### config.mk
export PLATFORM = sky130hd
export DESIGN_NAME = mod12_cascade_monitor
export DESIGN_NICKNAME = d
export VERILOG_FILES = /design/src/rtl/mod12_cascade_monitor.sv
export SDC_FILE = /design/constraint.sdc
export NUM_CORES = 1
export LEC_CHECK = 0
export CAP_MARGIN = 20
export CELL_PAD_IN_SITES_DETAIL_PLACEMENT = 0
export CELL_PAD_IN_SITES_GLOBAL_PLACEMENT = 2
export CORE_ASPECT_RATIO = 1.4
export CORE_UTILIZATION = 35
export DETAILED_ROUTE_END_ITERATION = 10
export DONT_BUFFER_PORTS = 1
export PLACE_DENSITY_LB_ADDON = 0.2
export SLEW_MARGIN = 40
export SYNTH_ARGS = -nofsm -noshare
export SYNTH_HDL_FRONTEND = slang
export SYNTH_SLANG_ARGS = --single-unit
export TNS_END_PERCENT = 20
### constraint.sdc
create_clock -name clk -period 2.2 [get_ports clk]
set_input_delay 0.44 -clock clk [delete_from_list [all_inputs] [get_ports clk]]
set_output_delay 0.44 -clock clk [all_outputs]
set_load 0.03 [all_outputs]
### src/rtl/mod12_cascade_monitor.sv
// Watches a 4-bit mod-12 counter and its load strobe. Emits the 11->0 carry and
// advances a mod-HI_MOD cascade digit. Flags illegal steps and out-of-range values.
module mod12_cascade_monitor #(
    parameter int HI_MOD = 5,
    parameter int HI_W   = 3,
    parameter int ERR_W  = 8
) (
    input  logic             clk,
    input  logic             rst,
    input  logic [3:0]       q_in,
    input  logic             load_in,
    output logic             carry,
    output logic             tc,
    output logic [HI_W-1:0]  hi_count,
    output logic             step_err,
    output logic             oor,
    output logic             fault,
    output logic [ERR_W-1:0] err_cnt
);

    typedef enum logic [1:0] {PRIME, TRACK, FAULT} state_t;

    state_t           state_q;
    logic [3:0]       q_prev_q;
    logic             load_prev_q;
    logic             carry_q;
    logic             tc_q;
    logic [HI_W-1:0]  hi_count_q;
    logic             step_err_q;
    logic             oor_q;
    logic             fault_q;
    logic [ERR_W-1:0] err_cnt_q;

    logic             in_oor;
    logic             is_wrap;
    logic             is_inc;
    logic             hi_last;
    logic [ERR_W-1:0] err_cnt_d;

    always_comb begin
        in_oor    = q_in > 4'd11;
        is_wrap   = (q_prev_q == 4'd11) && (q_in == 4'd0);
        is_inc    = (q_prev_q <= 4'd10) && (q_in == q_prev_q + 4'd1);
        hi_last   = hi_count_q == HI_W'(HI_MOD - 1);
        err_cnt_d = (&err_cnt_q) ? err_cnt_q : err_cnt_q + ERR_W'(1);
    end

    // load_prev_q belongs to the q_prev -> q_in transition being judged now,
    // since the counter applies a load on the same edge this block samples it.
    always_ff @(posedge clk) begin
        if (rst) begin
            state_q     <= PRIME;
            q_prev_q    <= 4'd0;
            load_prev_q <= 1'b0;
            carry_q     <= 1'b0;
            tc_q        <= 1'b0;
            hi_count_q  <= '0;
            step_err_q  <= 1'b0;
            oor_q       <= 1'b0;
            fault_q     <= 1'b0;
            err_cnt_q   <= '0;
        end else begin
            q_prev_q    <= q_in;
            load_prev_q <= load_in;
            carry_q     <= 1'b0;
            tc_q        <= 1'b0;
            step_err_q  <= 1'b0;
            oor_q       <= 1'b0;
            case (state_q)
                PRIME: begin
                    if (in_oor) begin
                        state_q   <= FAULT;
                        fault_q   <= 1'b1;
                        oor_q     <= 1'b1;
                        err_cnt_q <= err_cnt_d;
                    end else begin
                        state_q   <= TRACK;
                    end
                end
                TRACK: begin
                    if (in_oor) begin
                        state_q   <= FAULT;
                        fault_q   <= 1'b1;
                        oor_q     <= 1'b1;
                        err_cnt_q <= err_cnt_d;
                    end else if (load_prev_q) begin
                        state_q   <= TRACK;
                    end else if (is_wrap) begin
                        carry_q    <= 1'b1;
                        tc_q       <= hi_last;
                        hi_count_q <= hi_last ? '0 : hi_count_q + HI_W'(1);
                    end else if (!is_inc) begin
                        step_err_q <= 1'b1;
                        err_cnt_q  <= err_cnt_d;
                    end
                end
                FAULT: begin
                    // Only a legal reload brings the counter back under tracking.
                    if (load_prev_q && !in_oor) begin
                        state_q <= TRACK;
                        fault_q <= 1'b0;
                    end
                end
                default: begin
                    state_q <= PRIME;
                    fault_q <= 1'b0;
                end
            endcase
        end
    end

    assign carry    = carry_q;
    assign tc       = tc_q;
    assign hi_count = hi_count_q;
    assign step_err = step_err_q;
    assign oor      = oor_q;
    assign fault    = fault_q;
    assign err_cnt  = err_cnt_q;

endmodule
==> results.md, run 1 <==
* XOR/XNOR Fraction of Synth Area at 4.672%
* R2R Setup Slk at 170 ps
* Period utilization at 92.39%
* Worst setup path endpoint: err_cnt[3]
* Worst path arrival time at 2230 ps
* Min-Delay Path Class: in2reg
* WL/cell at 13.92 um
* Layout cells sized above 1 at 12.40%
* Row Count at 24
* I/O Buffers at 0
* Cts bufs inserted at 3
* Final Worst Setup Slack at 167.5 ps
* Drt pass-1 iters at 4
* Syn Area/Cell at 9.071 um^2
* Max-cap violations at 0
* Post-synthesis simple-gate area fraction at 26.36%
* Wire length on met1 at 1049 um
* GP Congestion at 0.6936
* Synth top area share at 40.93%
* Max FO, Critical Path at 16
* Slew @ Worst Pin at 427.0 ps
* Setup slack at placement at 40.32 ps
* Setup TNS at 0 ps
* Largest net degree at the start of global routing at 23
* Die height at 69.08 um
* Post-synthesis register bit count at 23
* WS Path Type: reg2reg
* Mux contribution to synthesized area at 0%
* Yosys top cell by area: dfxtp_1
* Most frequent cells in the layout: dfxtp_1, a21oi_1, buf_4
* Die W at 49.91 um
* Reg2reg path depth at 7
* Gate power share at 10.0%
* RSZ-0062 raised after global routing: no
* Maximum VDD drop at 0.4018 mV
* Via density at 5.375
* Slew HR at 71.49%
* Synthesis warning total at 0
* Area contributors post-synth: dfxtp_1, ha_1, a21oi_1, xnor2_1, nor2b_1
* Power per Cell Area at 634.7 nW/um^2
* Outcome: finished, final reports clean
* Total grt overflow at 0
* Reg2reg end: err_cnt[3]
* Vias in the first global route at 844
* Share of power burned in registers at 57.1%
* Clock Sinks at 23
* Number of setup violations in the final report at 0
* Clk pin slew, worst setup/hold paths at 80 ps
* Sw frac at 24.94%
* Routed Antenna Nets at 0
* Async SR Flop Fraction at 0%
* HPWL after DPL at 1713 um
* Synth Net Count at 136
* H-tree Lvls at 1
* Final net count at 142
* Startpoint types: flip-flop
* Via count at 903
* Critical Path Start: q_prev_q[0]
* Setup Fix Bufs, Post-CTS at 0
* DR iter-0 viols at 16
* Commonest non-fill, non-tap cell in the layout: dfxtp_1
* Initial Util at 36.37%
* Inserted Diodes at 0
* Root Driver: clkbuf_8
* Initial antenna violation count at 0
* CORE AREA at 3093 um^2
* Post-synthesis compound-gate area fraction at 17.35%
* Global-route wire length before repair at 3857 um
* Die area at 3448 um^2
* Cells after Synth at 124
* Primary FF master, synth: dfxtp_1
* Clock buffer depth at 2
* Fin. Hold Viols at 0
* Achievable Freq at 0.4920 GHz
* Final design utilization at 40.17%
* Netlist cell types at 35
* Mapped cell area at 1125 um^2
* Critical Path RT at 2400 ps
* Min Hold Slack at 236.5 ps
* DRC at 0
* Design area at 1242 um^2
* DP Area at 1191 um^2
* Max-slew violations at 0
* WL final at 2339 um
* Clock Latency Late Sink at 260 ps
* Seq/Total Area, Yosys at 40.93%
* All-Layer GR Usage at 14.72%
* Metal2 WL at 1165 um
* Post-Route Skew at 2.976 ps
* CP endpoint kind: flip-flop
* Highest Signal Layer: met4
* Largest family of logic cells by synthesized area: simple AND/OR/NAND/NOR gates
* LEAKAGE at 0.4614 nW
* Clock network power share at 32.9%
* Net switching power at 0.0001967 W
* Number of synthesized flops with an enable pin at 0
* Post-Synth Adder-Cell Area at 5.562%
* # IOs at 23
* Tmin final at 2032 ps
* WL met3 at 86 um
* Clock tree from TritonCTS: yes
* Internal Power at 0.0005920 W
* Area growth, synth to finish at 10.46%
* R2r startpoint: q_prev_q[0]
==> repair_timing <==
action | CTS | global route
endpoints found under the setup margin | 0 | 8
hold buffers | 0 | 0
resized for setup | 0 | 3
endpoints found under the hold margin | 0 | 0
==> power by group through the flow <==
| stage | Sequential (W) | Clock (W) | Combinational (W) |
|---|---|---|---|
| after detailed placement | 0.000461 | 0 | 0.0000769 |
| after CTS | 0.000451 | 0.000276 | 0.0000770 |
| after floorplan | 0.000464 | 0 | 0.0000634 |
| after global placement | 0.000460 | 0 | 0.0000760 |
| after global routing | 0.000453 | 0.000294 | 0.0000887 |
| final | 0.000450 | 0.000260 | 0.0000785 |
==> cell families after synthesis <==
| kind of cell | count (synthesis) |
|---|---|
| AND/OR/NAND/NOR | 50 |
| AO/OA/AOI/OAI | 29 |
| flip-flops | 23 |
| buffers and inverters | 11 |
| XOR/XNOR | 6 |
| adder cells (fa/ha/maj) | 5 |
==> worst min path at each step <==
stage	end	slack [ps]	startpoint	cells after the start
finish	hi_count[1]	240	rst	1
global route	q_prev_q[2]	220	rst	1
CTS	err_cnt[1]	220	rst	1
detailed placement	state_q[0]	500	load_prev_q	2
global placement	state_q[0]	500	load_prev_q	2
floorplan	state_q[0]	480	load_prev_q	2
==> cells in the mapped netlist (2+ instances only) <==
cell type	number
dfxtp_1	23
a21oi_1	10
nor2_1	7
nor2b_1	6
ha_1	5
nand3_1	5
xnor2_1	5
and4_1	4
clkbuf_1	4
inv_1	4
nand2_1	4
nand4_1	4
o21ai_0	4
or3_1	4
nand2b_1	3
nor3_1	3
o31ai_1	3
or4_1	3
a211o_1	2
a221oi_1	2
and3_1	2
buf_6	2
o21ai_1	2
or3b_1	2
==> flip-flops by register name, indices dropped and copies added, names as in the netlist <==
| signal | cells |
|---|---|
| fault | 1 |
| oor | 1 |
| carry | 1 |
| step_err | 1 |
| hi_count | 3 |
| q_prev_q | 4 |
| state_q | 2 |
| err_cnt | 8 |
| load_prev_q | 1 |
| tc | 1 |
==> per-stage QoR <==
stage	power (W)	instances
6_report	0.0007886	168
5_1_grt	0.0008356	168
4_1_cts	0.0008036	168
3_5_place_dp	0.0005375	164
3_3_place_gp	0.0005362	164
2_1_floorplan	0.0005274	124
==> worst max-delay path: stages, from the launching register on <==
cell and delay [ps]:
dfxtp_1 390, inv_1 60, ha_1 300, xnor2_1 200
a2111oi_0 100, and4_4 270, or4_1 510, a21oi_1 140
==> area by class of cell <==
| class | instances | area [um^2] |
|---|---|---|
| repair buffers | 8 | 60.06 |
| clock buffers | 3 | 41.29 |
| clock inverters | 1 | 5.005 |
| inverters | 4 | 15.01 |
| fillers | 330 | 1851 |
| multi-input cells | 90 | 611.8 |
| flip-flops and latches | 23 | 460.4 |
| well taps | 39 | 48.80 |
==> per-layer routing <==
layer  global-route usage, %  vias to the layer above
met1                   17.45                      420
met3                   2.870                        4
met2                   24.92                       19
met4                   6.667                        0
li1                        -                      460
met5                       0                        -
Power figures use the tool's default switching activity.
==> run 2, diff against run 1 <==
--- a/config.mk
+++ b/config.mk
@@ -12,7 +12,7 @@
 export CORE_UTILIZATION = 35
 export DETAILED_ROUTE_END_ITERATION = 10
 export DONT_BUFFER_PORTS = 1
-export PLACE_DENSITY_LB_ADDON = 0.2
+export PLACE_DENSITY = 0.7
 export SLEW_MARGIN = 40
 export SYNTH_ARGS = -nofsm -noshare
 export SYNTH_HDL_FRONTEND = slang
==> run 2 against run 1 <==
Clock skew decreased by 1.1 ps. Non-clock buffer count unchanged. Flip-flop and latch count unchanged. Critical path type unchanged. Critical endpoint is now err_cnt[6]. Largest power group unchanged. Highest routed layer unchanged.
==> results.md, run 2 (synthesis results as in run 1) <==
* Outcome: finished, final reports clean (unchanged)
* Layout cells sized above 1 at 13.18% (was 12.40%)
* CORE AREA at 3093 um^2 (unchanged)
* Global-route wire length before repair at 3870 um (was 3857 um)
* Maximum VDD drop at 0.2999 mV (was 0.4018 mV)
* Achievable Freq at 0.4967 GHz (was 0.4920 GHz)
* Max-slew violations at 0 (unchanged)
* I/O Buffers at 0 (unchanged)
* Total grt overflow at 0 (unchanged)
* LEAKAGE at 0.4673 nW (was 0.4614 nW)
* Row Count at 24 (unchanged)
* Via density at 5.381 (was 5.375)
* Post-Route Skew at 1.899 ps (was 2.976 ps)
* Number of flip-flops under the largest register name at 8 (unchanged)
* Critical Path RT at 2370 ps (was 2400 ps)
* Max FO, Critical Path at 16 (unchanged)
* Slew HR at 70.30% (was 71.49%)
* DP Area at 1191 um^2 (unchanged)
* Max-cap violations at 0 (unchanged)
* Fill cell count at 325 (was 330)
* Hold EP: hi_count[1] (unchanged)
* Design area at 1251 um^2 (was 1242 um^2)
* Cts bufs inserted at 3 (unchanged)
* Setup TNS at 0 ps (unchanged)
* Setup Fix Bufs, Post-CTS at 0 (unchanged)
* DRC at 0 (unchanged)
* Hold Path Stages at 1 (unchanged)
* Die area at 3448 um^2 (unchanged)
* Initial antenna violation count at 0 (unchanged)
* H-tree Lvls at 1 (unchanged)
* Tmin final at 2013 ps (was 2032 ps)
* Period utilization at 91.51% (was 92.39%)
* Initial Util at 36.37% (unchanged)
* Min-Delay Path Class: in2reg (unchanged)
* HPWL after DPL at 1695 um (was 1713 um)
* Worst path arrival time at 2180 ps (was 2230 ps)
* Vias in the first global route at 838 (was 844)
* CP endpoint kind: flip-flop (unchanged)
* GP Congestion at 0.6812 (was 0.6936)
* Register area at 460.4 um^2 (unchanged)
* Reg2reg end: err_cnt[6] (was err_cnt[3])
* Area of the multi-input gates at 620.6 um^2 (was 611.8 um^2)
* DR iter-0 viols at 14 (was 16)
* Clock tree from TritonCTS: yes (unchanged)
* RSZ-0062 raised after global routing: no (unchanged)
* Via count at 904 (was 903)
* # hold bufs at CTS at 0 (unchanged)
* Drt pass-1 iters at 4 (unchanged)
* Slew @ Worst Pin at 444.9 ps (was 427.0 ps)
* Largest net degree at the start of global routing at 23 (unchanged)
* # IOs at 23 (unchanged)
* Number of setup violations in the final report at 0 (unchanged)
* R2r startpoint: q_prev_q[0] (unchanged)
* Die W at 49.91 um (unchanged)
* Area growth, synth to finish at 11.23% (was 10.46%)
* CP cell instances: inv_1 > ha_1 > xnor2_2 > a2111oi_1 > and4_4 > nor4_1 > o21ba_1 (was inv_1 > ha_1 > xnor2_1 > a2111oi_0 > and4_4 > or4_1 > a21oi_1)
* WL/cell at 13.67 um (was 13.92 um)
* Clk pin slew, worst setup/hold paths at 80 ps (about the same)
* Clock Latency Late Sink at 260 ps (about the same)
* Clock Sinks at 23 (unchanged)
* Inserted Diodes at 0 (unchanged)
* Commonest non-fill, non-tap cell in the layout: dfxtp_1 (unchanged)
* Final net count at 142 (unchanged)
* Crit-path max cell delay at 400 ps (was 510 ps)
* Clock buffer depth at 2 (unchanged)
* Most frequent cells in the layout: dfxtp_1, a21oi_1, buf_4 (unchanged)
* Reg2reg path depth at 7 (unchanged)
* Fin. Hold Viols at 0 (unchanged)
* Min-delay src: rst (unchanged)
* Critical-path top delay cell: dfxtp_1 (was or4_1)
* Die height at 69.08 um (unchanged)
* Root Driver: clkbuf_8 (unchanged)
* R2R Setup Slk at 190 ps (was 170 ps)
* Startpoint types: flip-flop (unchanged)
* Cts repair resizes at 0 (unchanged)
* WL final at 2297 um (was 2339 um)
* Min Hold Slack at 231.9 ps (was 236.5 ps)
* Routed Antenna Nets at 0 (unchanged)
* Critical Path Start: q_prev_q[0] (unchanged)
* All-Layer GR Usage at 14.63% (was 14.72%)
* Power per Cell Area at 638.9 nW/um^2 (was 634.7 nW/um^2)
* WS Path Type: reg2reg (unchanged)
-- run 2: layer usage --
metal	wire length [um]	share of wire [%]	global-route usage, %	up-vias
li1	-	-	-	462
met1	982	43	17.71	415
met2	1173	51	23.57	23
met3	101	4.4	3.311	4
met4	39	1.7	7.619	0
met5	0	0	0	-
-- run 2: worst max-delay path, delay by kind of cell (launching register included) --
kind                     cells  cell delay (ps)
buffers and inverters        1               60
AND/OR/NAND/NOR              2              460
XOR/XNOR                     1              150
flip-flops                   1              400
AO/OA/AOI/OAI                2              520
adder cells (fa/ha/maj)      1              320
-- run 2: power by group --
part	total (W)	leakage, nW	internal (W)	switching (W)
sequential	0.000451	0.188	0.000430	0.0000203
clock	0.000267	0.0255	0.000127	0.000141
combinational	0.0000813	0.254	0.0000376	0.0000437
-- run 2: final cells by class --
class,count,share of cell area (%)
tap,39,3.900
sequential,23,36.80
timing repair buffer,8,4.800
clock buffer,3,3.300
inverter,4,1.200
clock inverter,1,0.4000
multi-input combinational,90,49.60
-- run 2: through the flow --
stage	utilization (%)	cells	setup slack, ps	total power, W
after floorplan	-	124	209.9	0.0005274
after global placement	38.51	164	131.7	0.0005347
after detailed placement	38.51	164	37.52	0.0005372
after CTS	40.01	168	17.97	0.0008029
after global routing	40.45	168	8.607	0.0008391
final	40.45	168	186.8	0.0007994
-- run 2: worst max path at each step --
| stage | to | slack, ps | cells past startpoint |
|---|---|---|---|
| floorplan | err_cnt[7] | 210 | 7 |
| global placement | err_cnt[6] | 130 | 7 |
| detailed placement | err_cnt[6] | 40 | 7 |
| CTS | err_cnt[6] | 20 | 7 |
| global route | err_cnt[1] | 9 | 7 |
| finish | err_cnt[6] | 190 | 7 |
